### src/rtl/muldiv_seq.sv
// Multi-cycle RV32M multiply/divide sequencer: radix-2 shift-add multiply and restoring divide, one bit per cycle.
// Optional build macro MULDIV_EARLY_OUT_EN ends a multiply early once the remaining multiplier bits are all zero.
module muldiv_seq #(
  parameter int XLEN  = 32,
  parameter int CNT_W = $clog2(XLEN) + 1
) (
  input  logic            clk,
  input  logic            rst_n,
  input  logic            req_valid,
  output logic            req_ready,
  input  logic [2:0]      req_op,
  input  logic [XLEN-1:0] req_a,
  input  logic [XLEN-1:0] req_b,
  input  logic            flush,
  output logic            resp_valid,
  input  logic            resp_ready,
  output logic [XLEN-1:0] resp_data,
  output logic            busy
);

  typedef enum logic [1:0] {IDLE, CALC, FIXUP, DONE} state_t;

  localparam logic [CNT_W-1:0] CNT_MAX = CNT_W'(XLEN);
  localparam logic [CNT_W-1:0] CNT_ONE = CNT_W'(1);
  localparam logic [XLEN-1:0]  MIN_NEG = {1'b1, {(XLEN-1){1'b0}}};

  state_t              state_q, state_d;
  logic [2:0]          op_q, op_d;
  logic                neg_q, neg_d;
  logic [XLEN-1:0]     md_q, md_d;
  logic [XLEN-1:0]     mplier_q, mplier_d;
  logic [2*XLEN-1:0]   prod_q, prod_d;
  logic [CNT_W-1:0]    cnt_q, cnt_d;
  logic                resp_valid_q, resp_valid_d;
  logic [XLEN-1:0]     resp_data_q, resp_data_d;

  logic                is_mul;
  logic [XLEN:0]       add_x, add_y;
  logic [XLEN+1:0]     add_res;
  logic [XLEN-1:0]     rem_new;
  logic [2*XLEN-1:0]   prod_step;

  logic                sgn_a, sgn_b, neg_a, neg_b;
  logic [XLEN-1:0]     mag_a, mag_b;
  logic [2*XLEN-1:0]   mul_res;
  logic [XLEN-1:0]     quo, rem, fix_res;

  assign req_ready  = (state_q == IDLE) && !flush;
  assign busy       = (state_q != IDLE);
  assign resp_valid = resp_valid_q;
  assign resp_data  = resp_data_q;

  // Shared adder: multiply adds the multiplicand into the high half; divide
  // subtracts the divisor from the shifted partial remainder, carry-out = no borrow.
  always_comb begin
    is_mul  = !op_q[2];
    add_x   = is_mul ? {1'b0, prod_q[2*XLEN-1:XLEN]} : {prod_q[2*XLEN-1:XLEN], prod_q[XLEN-1]};
    add_y   = is_mul ? (mplier_q[0] ? {1'b0, md_q} : '0) : ~{1'b0, md_q};
    add_res = {1'b0, add_x} + {1'b0, add_y} + {{(XLEN+1){1'b0}}, !is_mul};
    rem_new = add_res[XLEN+1] ? add_res[XLEN-1:0] : add_x[XLEN-1:0];
    if (is_mul) begin
      prod_step = {add_res[XLEN:0], prod_q[XLEN-1:1]};
    end else begin
      prod_step = {rem_new, prod_q[XLEN-2:0], add_res[XLEN+1]};
    end
  end

  always_comb begin
    sgn_a = !(req_op == 3'b011 || req_op == 3'b101 || req_op == 3'b111);
    sgn_b = (req_op == 3'b000 || req_op == 3'b001 || req_op == 3'b100 || req_op == 3'b110);
    neg_a = sgn_a && req_a[XLEN-1];
    neg_b = sgn_b && req_b[XLEN-1];
    mag_a = neg_a ? -req_a : req_a;
    mag_b = neg_b ? -req_b : req_b;

    mul_res = neg_q ? -prod_q : prod_q;
    quo     = prod_q[XLEN-1:0];
    rem     = prod_q[2*XLEN-1:XLEN];
    case (op_q)
      3'b000:                 fix_res = mul_res[XLEN-1:0];
      3'b001, 3'b010, 3'b011: fix_res = mul_res[2*XLEN-1:XLEN];
      3'b100, 3'b101:         fix_res = neg_q ? -quo : quo;
      default:                fix_res = neg_q ? -rem : rem;
    endcase
  end

  always_comb begin
    state_d      = state_q;
    op_d         = op_q;
    neg_d        = neg_q;
    md_d         = md_q;
    mplier_d     = mplier_q;
    prod_d       = prod_q;
    cnt_d        = cnt_q;
    resp_valid_d = resp_valid_q;
    resp_data_d  = resp_data_q;

    case (state_q)
      IDLE: begin
        if (req_valid && req_ready) begin
          op_d  = req_op;
          cnt_d = '0;
          if (!req_op[2]) begin
            md_d     = mag_a;
            mplier_d = mag_b;
            prod_d   = '0;
            neg_d    = neg_a ^ neg_b;
            state_d  = CALC;
          end else begin
            md_d     = mag_b;
            mplier_d = '0;
            prod_d   = {{XLEN{1'b0}}, mag_a};
            neg_d    = req_op[1] ? neg_a : (neg_a ^ neg_b);
            if (req_b == '0) begin
              resp_data_d  = req_op[1] ? req_a : '1;
              resp_valid_d = 1'b1;
              state_d      = DONE;
            end else if (!req_op[0] && req_a == MIN_NEG && req_b == '1) begin
              resp_data_d  = req_op[1] ? '0 : MIN_NEG;
              resp_valid_d = 1'b1;
              state_d      = DONE;
            end else begin
              state_d = CALC;
            end
          end
        end
      end
      CALC: begin
        cnt_d    = cnt_q + CNT_ONE;
        prod_d   = prod_step;
        mplier_d = mplier_q >> 1;
        if (cnt_d == CNT_MAX) begin
          state_d = FIXUP;
        end
`ifdef MULDIV_EARLY_OUT_EN
        // Skipped iterations would only shift the product right, so align it in one step.
        else if (is_mul && mplier_d == '0) begin
          prod_d  = prod_step >> (CNT_MAX - cnt_d);
          state_d = FIXUP;
        end
`endif
      end
      FIXUP: begin
        resp_data_d  = fix_res;
        resp_valid_d = 1'b1;
        state_d      = DONE;
      end
      DONE: begin
        if (resp_ready) begin
          resp_valid_d = 1'b0;
          state_d      = IDLE;
        end
      end
      default: state_d = IDLE;
    endcase

    // Abort wins over accept and over the response handshake; old data stays visible.
    if (flush) begin
      state_d      = IDLE;
      resp_valid_d = 1'b0;
      resp_data_d  = resp_data_q;
    end
  end

  always_ff @(posedge clk or negedge rst_n) begin
    if (!rst_n) begin
      state_q      <= IDLE;
      op_q         <= '0;
      neg_q        <= 1'b0;
      md_q         <= '0;
      mplier_q     <= '0;
      prod_q       <= '0;
      cnt_q        <= '0;
      resp_valid_q <= 1'b0;
      resp_data_q  <= '0;
    end else begin
      state_q      <= state_d;
      op_q         <= op_d;
      neg_q        <= neg_d;
      md_q         <= md_d;
      mplier_q     <= mplier_d;
      prod_q       <= prod_d;
      cnt_q        <= cnt_d;
      resp_valid_q <= resp_valid_d;
      resp_data_q  <= resp_data_d;
    end
  end

endmodule

### config.mk
export PLATFORM = sky130hd
export DESIGN_NAME = muldiv_seq
export DESIGN_NICKNAME = d
export VERILOG_FILES = /design/src/rtl/muldiv_seq.sv
export SDC_FILE = /design/constraint.sdc
export NUM_CORES = 1
export LEC_CHECK = 0
export CAP_MARGIN = 20
export CORE_UTILIZATION = 51
export CTS_BUF_LIST = sky130_fd_sc_hd__clkbuf_2 sky130_fd_sc_hd__clkbuf_4 sky130_fd_sc_hd__clkbuf_8
export DETAILED_ROUTE_END_ITERATION = 10
export DONT_BUFFER_PORTS = 1
export GPL_ROUTABILITY_DRIVEN = 0
export PLACE_DENSITY = 0.69
export SYNTH_ARGS = -nofsm -noshare
export SYNTH_HDL_FRONTEND = slang
export SYNTH_SLANG_ARGS = --single-unit
export TNS_END_PERCENT = 1
### constraint.sdc
create_clock -name clk -period 4.5 [get_ports clk]
set_input_delay 0.675 -clock clk [delete_from_list [all_inputs] [get_ports clk]]
set_output_delay 0.675 -clock clk [all_outputs]
set_load 0.01 [all_outputs]
### Word level (Yosys, flattened, before mapping)

Index checks and enable logic that the tools add are counted.

| cells by class | value |
|---|---|
| $add $sub $neg | 8 |
| multipliers | 0 |
| divide/modulo/power cells | 0 |
| $lt $le $gt $ge | 0 |
| eq/ne operators | 25 |
| shift operators | 0 |
| mux-type cells | 44 |
| bitwise logic cells | 3 |
| reduce and logical (&&, ||, !) cells | 29 |

Operators with widths:

| cell | count |
|---|---|
| 32-bit two-way mux | 16 |
| 64-bit two-way mux | 3 |
| 32-bit negator | 4 |
| 32-bit case mux with 2 select lines | 2 |
| 64-bit case mux with 2 select lines | 1 |
| 32-bit case mux with 3 select lines | 1 |
| 33-bit two-way mux | 2 |
| 32-bit == test (second input constant) | 2 |
| 64-bit negator | 1 |
| 33-bit by 33-bit adder with 34-bit output | 1 |
| 34-bit by 1-bit adder with 34-bit output | 1 |
| 32-bit inverter with 33-bit output | 1 |
| 32-bit logical NOT | 1 |
| 3-bit == test (second input constant) | 6 |
| 2-bit two-way mux | 7 |
| 6-bit case mux with 2 select lines | 1 |
| 5-bit AND reduction | 2 |
| 3-bit by 2-bit == test with 1-bit output (second input constant) | 3 |
| 3-bit != test (second input constant) | 3 |
| 1-bit two-way mux | 8 |
| 2-bit case mux with 4 select lines | 1 |
| 6-bit by 1-bit adder with 6-bit output (second input constant) | 1 |
| 3-bit by 1-bit == test with 1-bit output (second input constant) | 2 |
| 6-bit == test (second input constant) | 1 |
| 22 further kinds | 38 |

| word-level totals | value |
|---|---|
| register bits after elaboration | 173 |
| bits in latches | 0 |
| bits in writable memories | 0 |
| bits in read-only memories | 0 |
| bits of input ports | 72 |
| output and inout bits | 35 |
| word-level logic and storage cells | 118 |
| memories | 0 |

### Longest topological paths before layout

Gate-level depths: netlist of the first run.

| depth | value |
|---|---|
| depth in word-level cells | 9 |
| gate-level depth with buffers | 19 |
| mapped depth without buffers | 14 |

### Worst setup path before layout of the first run

OpenSTA, ideal clock, no wires.

| timing | value |
|---|---|
| path kind | register to register |
| start point | register op_q[2] |
| end point | register prod_q[0] |
| library setup time | 133 ps |
| arrival time | 4368 ps |
| setup slack | -1 ps |
| stages on the path, launching flop included | 17 |
| path buffers | 5 |
| clock period less this slack | 4501 ps |
| cells stage by stage | dfrtp_1 > clkbuf_1 > buf_1 > clkbuf_1 > o21ai_0 > fa_1 > a211oi_1 > o211ai_1 > a21boi_1 > o211ai_1 > a41o_1 > a2111oi_1 > buf_2 > buf_2 > a21oi_1 > a221oi_1 > a21oi_1 |

| on the way | value |
|---|---|
| word-level cells in the longest chain between the ends | 5 |

Ends and longest elaborated chain:

| element | RTL line | source |
|---|---|---|
| start, declared | 28 | `logic [2:0] op_q, op_d;` |
| start signal, assigned | 178 | `op_q <= op_d;` |
| 33-bit two-way mux, on equally long branches | 57, 58 |  |
| 33-bit by 33-bit adder with 34-bit output | 59 | `add_res = {1'b0, add_x} + {1'b0, add_y} + {{(XLEN+1){1'b0}}, !is_mul};` |
| 34-bit by 1-bit adder with 34-bit output | 59 |  |
| 64-bit two-way mux * | 61 | `if (is_mul) begin` |
| 64-bit case mux with 2 select lines * | 98 | `case (state_q)` |
| end signal, assigned | 182 | `prod_q <= prod_d;` |
| end, declared | 32 | `logic [2*XLEN-1:0] prod_q, prod_d;` |

Every way passes the cells marked *; elsewhere a longest branch is shown, timed or not.
A chain may end at the register's enable or synchronous reset.

### Worst setup path after layout of the first run

| timing | value |
|---|---|
| start point | register op_q[2] |
| end point | register prod_q[40] |

| on the way | value |
|---|---|
| word-level cells in the longest chain between the ends | 6 |

Ends and longest elaborated chain:

| element | RTL line | source |
|---|---|---|
| 33-bit two-way mux, on equally long branches | 57, 58 |  |
| 33-bit by 33-bit adder with 34-bit output | 59 |  |
| 34-bit by 1-bit adder with 34-bit output | 59 |  |
| 32-bit two-way mux | 60 | `rem_new = add_res[XLEN+1] ? add_res[XLEN-1:0] : add_x[XLEN-1:0];` |
| 64-bit two-way mux * | 61 |  |
| 64-bit case mux with 2 select lines * | 98 |  |

Marks and branches as above.

==> impl_metrics.toml, run 1 <==
[cts]
cts_tree = "done"
post_cts_buffers = 0
insertion_delay_ns = 0.50
cts_sinks = 173
htreeDepth = 4
cts_root_buf = "clkbuf_8"
clkSlewWorstSetupHoldPaths_ns = 0.11
cts-buffers-inserted = 17
cts_max_path_buffers = 2

[worst_setup_path]
start_kind = "flip-flop"
worst-path-max-fanout = 58
critPathRequiredTime_ns = 4.88
cp.arrival_ns = 4.62
end_kind = "flip-flop"
path_class = "flip-flop to flip-flop"

[detailed_routing]
postRouteAntennaNets = 0
wl_per_cell_um = 22.7
drc = 0
num_vias = 14624
via_per_inst = 6.62
dr.pass1.iters = 6
routed_wl_um = 50200
drt_iter0_markers = 1888

[floorplanning]
die_area_um2 = 29800
die_height_um = 173
initial_core_util = 0.518
rows = 62
dieWidth_um = 173
io_pins = 107
core-area_um2 = 28700

[finish]
syn_to_final_growth_pct = 4.92
final_cells = 2210
fin_util = 0.543
drive_gt1_frac = 0.0816
num-nets-final = 1928

[sta]
hold_violations = 173
slew_headroom = 0.382
timing.hold.ws_ns = -0.141
rsz0062_at_grt = "false"
tightestPinTransition_ns = 0.927
finalWorstSetupSlack_ns = 0.257
fin_skew_ns = 0.0191
setup-violations-final = 0
final.period_utilization = 0.943
max_freq_ghz = 0.236
slew_viol_final = 0
setup_tns_ns = 0
period_minus_slack_ns = 4.24

[synth]
ys_async_sr_fraction = 1.00
yosys_warnings = 0
synth.distinct_cells = 76
synth_edf_count = 0
seq_area_frac_synth = 0.291
synth_cells = 1907
syn_area_um2 = 14900
synth-main-ff-cell = "dfrtp_1"
synth_fp_nets = 2023
synth_seq_cells = 173
syn_area_per_cell_um2 = 7.79

[global_routing]
antenna_found_initial = 1
grt_start_max_net_pins = 174
grt_use_total = 0.334
grt_pass1_vias = 13499
grt_pass1_wl_um = 77800
grt.overflow.total = 0

[pwr]
ir_drop_mv = 0.522
p_leak_uw = 0.00637
pwr_density_cell_nw_per_um2 = 764

[placed_design]
dp.final_hpwl_um = 37300
numPortBuffers = 0
dp.cells = 2177
place_worst_setup_slack_ns = 0.227

[flow_run]
max_cap_violations = 0

[worst_hold_path]
hp-class = "primary input to asynchronous set/reset pin"

[run_status]
status = "finished, violations left"
violations = "negative hold slack"
[state kept, by name, summed over array words and instances (netlist names)]
register	count
cnt_q	6
md_q	32
mplier_q	32
neg_q	1
op_q	3
prod_q	64
resp_data	32
resp_valid	1
state_q	2
[report_power, final]
part	internal, uW	switching, uW
Clock	483	685
Combinational	3010	4680
Sequential	2170	887
[cells in the final DEF, fill, tap and decap left out, drive strengths merged, types with 11 or more instances in the layout]
| cell type | instances |
|---|---|
| a22o | 21 |
| mux2i | 71 |
| nand2 | 263 |
| mux2 | 38 |
| clkbuf | 19 |
| dfrtp | 173 |
| o31ai | 40 |
| a21oi | 151 |
| o221ai | 13 |
| inv | 32 |
| a21o | 18 |
| nor2 | 142 |
| o211ai | 11 |
| a22oi | 34 |
| or4 | 21 |
| nor2b | 12 |
| nor4 | 12 |
| nand2b | 16 |
| buf | 45 |
| xor2 | 75 |
| ha | 42 |
| nand4 | 22 |
| nand3 | 27 |
| o22ai | 20 |
| xnor2 | 76 |
| o21ai | 238 |
| o41ai | 15 |
| nor3 | 30 |
| o22a | 14 |
| or2 | 11 |
| or3 | 20 |
[final timing paths]
check	start	end	slack [ns]	depth (start not counted)
worst max-delay path	op_q[2]	prod_q[40]	0.26	13
worst min-delay path	rst_n	prod_q[60]	-0.14	0
worst max register to register	op_q[2]	prod_q[40]	0.26	13
worst min register to register	mplier_q[31]	mplier_q[31]	0.49	2
max in group asynchronous	rst_n	op_q[2]	4.13	0
min in group clk	flush	resp_valid	0.23	1
[final cells by class]
type / count / area [um2]
Clock inverter: 13 / 149
Fill cell: 2755 / 13100
Timing Repair Buffer: 45 / 400
Inverter: 27 / 105
Multi-Input combinational cell: 1548 / 9870
Antenna cell: 1 / 2.50
Clock buffer: 19 / 255
Tap cell: 384 / 480
Sequential cell: 173 / 4330
[cells in the mapped netlist, types with 16 or more instances]
library cell | count | area, um2
a21o_1 | 18 | 135
a21oi_1 | 151 | 756
a22o_1 | 21 | 184
a22oi_1 | 34 | 255
clkbuf_1 | 135 | 507
dfrtp_1 | 173 | 4330
ha_1 | 42 | 526
inv_1 | 25 | 93.8
mux2_2 | 38 | 428
mux2i_1 | 71 | 711
nand2_1 | 263 | 987
nand2b_1 | 16 | 100
nand3_1 | 26 | 130
nand4_1 | 22 | 138
nor2_1 | 142 | 533
nor3_1 | 30 | 150
o21ai_0 | 233 | 1170
o22ai_1 | 20 | 125
o31ai_1 | 38 | 285
or3_1 | 20 | 125
or4_1 | 16 | 120
xnor2_1 | 76 | 666
xor2_1 | 75 | 657
[timing repair]
action	4_1_cts	5_1_grt
resized for setup	0	3
endpoints found under the setup margin	0	26
hold endpoints to repair	173	173
[kinds of logic after synthesis]
logic type,count (synthesis),synth area share
XOR/XNOR,151,0.0890
multiplexers,109,0.0766
flip-flops,173,0.291
buffers and inverters,186,0.0482
AND/OR/NAND/NOR,594,0.184
AO/OA/AOI/OAI,650,0.273
adder cells (fa/ha/maj),44,0.0381
[per-layer routing]
layer,GRT usage,vias up,share of wire
li1,-,6727,-
met1,0.477,7021,0.44
met2,0.488,770,0.42
met3,0.0822,106,0.10
met4,0.120,0,0.037
met5,0,-,0
[per-stage QoR]
step / cell area [um2] / total power [uW]
2_1_floorplan: 14900 / 8420
4_1_cts: 15600 / 11700
3_3_place_gp: 15200 / 10300
5_1_grt: 15600 / 12700
6_report: 15600 / 11900
3_5_place_dp: 15200 / 10500
[critical path, stage by stage, from the launching register on]
cell and delay, ns:
dfrtp_4 0.56, buf_12 0.21, o21ai_0 0.40, ha_1 0.32, a211oi_1 0.27, o211ai_1 0.15, a21boi_1 0.24, o211ai_1 0.20
a41o_1 0.32, a2111oi_2 0.49, buf_12 0.29, mux2_2 0.36, mux2i_1 0.14, o21ai_0 0.09
(Power assumes the default switching activity.)
==> inputs of run 2 (changes only) <==
- CELL_PAD_IN_SITES_DETAIL_PLACEMENT: not set -> 1
- CELL_PAD_IN_SITES_GLOBAL_PLACEMENT: not set -> 2
- CORE_UTILIZATION: 51 -> 33
- DONT_BUFFER_PORTS: 1 -> not set
- PLACE_DENSITY: 0.69 -> not set
- PLACE_DENSITY_LB_ADDON: not set -> 0.1
==> run 2 against run 1 <==
Net effect:
- hold slack improved by 0.27 ns
- sequential power barely moved
- utilization fell by 15 points
- the flow now finishes without violations
- first-iteration DRC count fell by 51%
==> impl_metrics.toml, run 2 (synthesis gave the netlist of run 1 again) <==
[run_status]
status = "completed"

[pwr]
switching_share = 0.533
clock_power_share = 0.097
internal_power_uw = 6060
pwr_density_cell_nw_per_um2 = 752
p_leak_uw = 0.00701
ir_drop_mv = 0.349
switching_power_uw = 6930
power_frac_seq = 0.236
combPwrFrac = 0.667

[detailed_routing]
route.met3.wl_um = 2560
highest_layer = "met4"
met1_length_um = 31000
via_per_inst = 5.80
met2WireLength_um = 29300
num_vias = 14901
dr.pass1.iters = 5
postRouteAntennaNets = 0
drc = 0
wl_per_cell_um = 25.0
routed_wl_um = 64200
drt_iter0_markers = 924

[cts]
cts_sinks = 173
clkSlewWorstSetupHoldPaths_ns = 0.12
cts_root_buf = "clkbuf_8"
cts_hold_buf = 0
insertion_delay_ns = 0.58
cts_tree = "done"
htreeDepth = 4
cts-buffers-inserted = 17
cts_max_path_buffers = 2

[finish]
fin_util = 0.390
diodes = 0
syn_to_final_growth_pct = 16.3
layout_common_cells = "nand2_1, o21ai_0, dfrtp_1, a21oi_1, nor2_1"
final_common_cell = "nand2_1"
num-nets-final = 2079
drive_gt1_frac = 0.101
largest_register_ffs = 64
regMostFlops = "prod_q"

[global_routing]
grt_use_total = 0.280
antenna_found_initial = 1
grt_pass1_wl_um = 96900
grt.overflow.total = 0
grt_pass1_vias = 14959
grt_start_max_net_pins = 101

[sta]
fin_skew_ns = 0.0228
slew_viol_final = 0
period_minus_slack_ns = 4.21
setup-violations-final = 0
hold_violations = 0
max_freq_ghz = 0.237
setup_tns_ns = 0
rsz0062_at_grt = "false"
tightestPinTransition_ns = 1.16
final.period_utilization = 0.936
slew_headroom = 0.217

[floorplanning]
die_area_um2 = 45900
dieWidth_um = 214
initial_core_util = 0.335
core-area_um2 = 44300
io_pins = 107
die_height_um = 214
rows = 77

[placed_design]
numPortBuffers = 106
dp.final_hpwl_um = 49800

[worst_setup_path]
path_class = "flip-flop to flip-flop"
start_kind = "flip-flop"
end_kind = "flip-flop"
worst-path-max-fanout = 28
critPathRequiredTime_ns = 4.96
cp.arrival_ns = 4.67

[worst_hold_path]
hp-class = "primary input to asynchronous set/reset pin"

[flow_run]
max_cap_violations = 0
## run 2: cell count changes in the layout (fill, tap and decap cells not counted), moves of 2 or more
cell and delta:
buf_4 +44, clkdlybuf4s50_1 +104, clkinvlp_4 -3, inv_6 +2, nor2b_2 +2
## run 2: cell type report
class	instances	area [um2]
fillers	5358	27000
multi-input cells	1548	9880
flip-flops and latches	173	4330
repair buffers	196	1800
well taps	592	741
clock buffers	17	234
clock inverters	15	189
inverters	27	101
## run 2: worst paths after layout
| check | start | endpoint | slack (ns) | cells past startpoint |
|---|---|---|---|---|
| max | op_q[2] | prod_q[59] | 0.29 | 15 |
| min | rst_n | prod_q[52] | 0.13 | 1 |
| max reg2reg | op_q[2] | prod_q[59] | 0.29 | 15 |
| min reg2reg | resp_data[26] | resp_data[26] | 0.48 | 2 |
| max in group asynchronous | rst_n | op_q[2] | 3.37 | 2 |
| min in group clk | resp_data[26] | resp_data[26] | 0.48 | 2 |
## run 2: through the flow
step | setup slack, ns | total power, uW | std cells | instance area, um2 | hold WS (ns)
global route | 0.0280 | 13900 | 2568 | 17300 | 0.191
floorplan | 0.0310 | 8420 | 1907 | 14900 | 0.379
finish | 0.287 | 13000 | 2568 | 17300 | 0.130
global placement | 0.123 | 11400 | 2532 | 16800 | 0.461
CTS | 0.110 | 12900 | 2564 | 17200 | 0.153
detailed placement | 0.0498 | 11600 | 2532 | 16800 | 0.466
## run 2: power by group through the flow
stage          sequential (uW)  clock [uW]  combinational, uW
3_5_place_dp              3080           0               8500
4_1_cts                   3040        1300               8540
2_1_floorplan             2580           0               5840
5_1_grt                   3150        1350               9420
6_report                  3060        1260               8670
3_3_place_gp              3060           0               8350
## run 2: worst max-delay path: stages (launching register included)
cell and delay (ns):
dfrtp_4 0.52, clkinv_1 0.20, buf_4 0.26, o21ai_0 0.26
ha_1 0.32, a21oi_1 0.23, o211ai_1 0.21, a21boi_2 0.24
o211ai_1 0.17, a41o_1 0.32, a2111oi_2 0.41, buf_6 0.26
buf_12 0.17, mux2i_1 0.19, nand2_1 0.07, a32o_1 0.27
## run 2: repair_timing
item | in CTS | in global routing
resized for setup | 0 | 7
setup buffers | 0 | 4
endpoints found under the setup margin | 0 | 24
## run 2: layer usage
layer / global-route usage / up-vias
li1: - / 7021
met1: 0.392 / 7498
met2: 0.446 / 326
met3: 0.0418 / 56
met4: 0.0743 / 0
met5: 0 / -
==> inputs of run 3 (changes only) <==
- MAX_ROUTING_LAYER: not set -> met4
==> run 3 against run 2 <==
Net effect:
- wire length rose by 0.17%
- combinational power barely moved
- non-clock buffer count did not move
- clock power barely moved
- worst setup slack got worse by 0.016 ns
- clock-buffer cell count did not move
- critical path depth did not move
- total power barely moved
- register-to-register slack got worse by 0.02 ns
- hold slack improved by 0.0012 ns
- largest cell class unchanged
==> impl_metrics.toml, run 3 (synthesis gave the netlist of run 1 again) <==
[pwr]
p_total_uw = 13000
p_leak_uw = 0.00701
pwr_density_cell_nw_per_um2 = 752
ir_drop_mv = 0.353

[worst_setup_path]
cp_num_cells = 15
crit_path_max_incr_delay_ns = 0.53
critPathRequiredTime_ns = 4.96
worstReg2RegEnd = "prod_q[59]"
worst-path-buf-inv = 4
slowest_stage = "dfrtp_4"
cp.arrival_ns = 4.69
crit_path_frequent_cell = "o211ai_1"
setup.worst_path.start = "op_q[2]"
crit_chain = "clkinv_1 > buf_4 > o21ai_0 > ha_1 > a21oi_1 > o211ai_1 > a21boi_2 > o211ai_1 > a41o_1 > a2111oi_2 > buf_6 > buf_12 > mux2i_1 > nand2_1 > a32o_1"
path_class = "flip-flop to flip-flop"
end_kind = "flip-flop"
worst-r2r-cell-count = 15
path_delay_family = "compound AO/OA/AOI/OAI gates"
r2r_start = "op_q[2]"
start_kind = "flip-flop"
rrSetupSlack_ns = 0.27
worst-path-max-fanout = 28

[finish]
layout.area.seq_um2 = 4330
diodes = 0
num-nets-final = 2079
final_common_cell = "nand2_1"
syn_to_final_growth_pct = 16.3
fillers = 5358
regMostFlops = "prod_q"
multiInputGateArea_um2 = 9880
drive_gt1_frac = 0.101
layout_common_cells = "nand2_1, o21ai_0, dfrtp_1, a21oi_1, nor2_1"
largest_register_ffs = 64

[detailed_routing]
num_vias = 14938
via_per_inst = 5.82
wl_per_cell_um = 25.0
routed_wl_um = 64300
dr.pass1.iters = 5
drc = 0
drt_iter0_markers = 933
postRouteAntennaNets = 0

[global_routing]
grt_use_met3 = 0.0407
top_usage_layer = "met2"
antenna_found_initial = 1
grt_start_max_net_pins = 101
grt_use_total = 0.288
grt_pass1_wl_um = 97000
met2_usage = 0.445
grt.overflow.total = 0
grt_pass1_vias = 14935
grtUsageMet1 = 0.394

[sta]
setup-violations-final = 0
tightestPinTransition_ns = 1.22
final.period_utilization = 0.940
max_freq_ghz = 0.236
slew_headroom = 0.178
rsz0062_at_grt = "false"
period_minus_slack_ns = 4.23
setup_tns_ns = 0
hold_violations = 0
slew_viol_final = 0
fin_skew_ns = 0.0221

[cts]
cts_root_buf = "clkbuf_8"
htreeDepth = 4
cts_tree = "done"
insertion_delay_ns = 0.58
cts_max_path_buffers = 2
clkSlewWorstSetupHoldPaths_ns = 0.12
cts-buffers-inserted = 17
cts_sinks = 173

[floorplanning]
dieWidth_um = 214
core-area_um2 = 44300
initial_core_util = 0.335
rows = 77
io_pins = 107
die_area_um2 = 45900
die_height_um = 214

[worst_hold_path]
hp-class = "primary input to asynchronous set/reset pin"

[placed_design]
numPortBuffers = 106
dp.final_hpwl_um = 49800

[run_status]
status = "completed"

[flow_run]
max_cap_violations = 0
==> run 3: cell type report <==
type	count	area share
flip-flops and latches	173	0.251
multi-input cells	1548	0.572
inverters	27	0.00586
clock buffers	17	0.0135
repair buffers	196	0.104
clock inverters	15	0.0109
well taps	592	0.0429
==> run 3: power by group <==
part | internal [uW] | switching [uW]
combinational | 3370 | 5300
sequential | 2170 | 892
clock | 522 | 739
total | 6060 | 6930
==> run 3: worst reg2reg max path: cells and delay by family (launching register included) <==
family	cells	cell delay [ns]
buffers and inverters	4	0.89
muxes	1	0.19
adders and majority gates	1	0.32
and+or+nand+nor	1	0.07
DFF	1	0.53
AOI/OAI and AO/OA	8	2.12
==> run 3: per-stage QoR <==
stage               hold WS, ns  utilization  area [um2]  setup slack, ns  instances
global placement          0.461        0.379       16800            0.123       2532
global route              0.179        0.390       17300           0.0271       2568
finish                    0.132        0.390       17300            0.271       2568
floorplan                 0.379            -       14900           0.0310       1907
detailed placement        0.466        0.379       16800           0.0498       2532
CTS                       0.153        0.389       17200            0.110       2564
==> run 3: worst max path at each step <==
stage,endpoint,slack (ns)
CTS,prod_q[63],0.11
global route,prod_q[59],0.03
detailed placement,resp_data[16],0.05
floorplan,prod_q[0],0.03
global placement,resp_data[20],0.12
finish,prod_q[59],0.27
==> run 3: repair_timing <==
action                                 in CTS  in global routing
gates resized for setup                     0                  7
hold buffers                                0                  0
buffers inserted                            0                  4
endpoints found under the hold margin       0                  0
setup endpoints to repair                   0                 23
==> run 3: routing by layer <==
layer	share of wire	routed length, um	up-vias
met5	0	0	-
met4	0.022	1420	0
met3	0.042	2680	60
met2	0.46	29400	341
met1	0.48	30900	7513
li1	-	-	7024
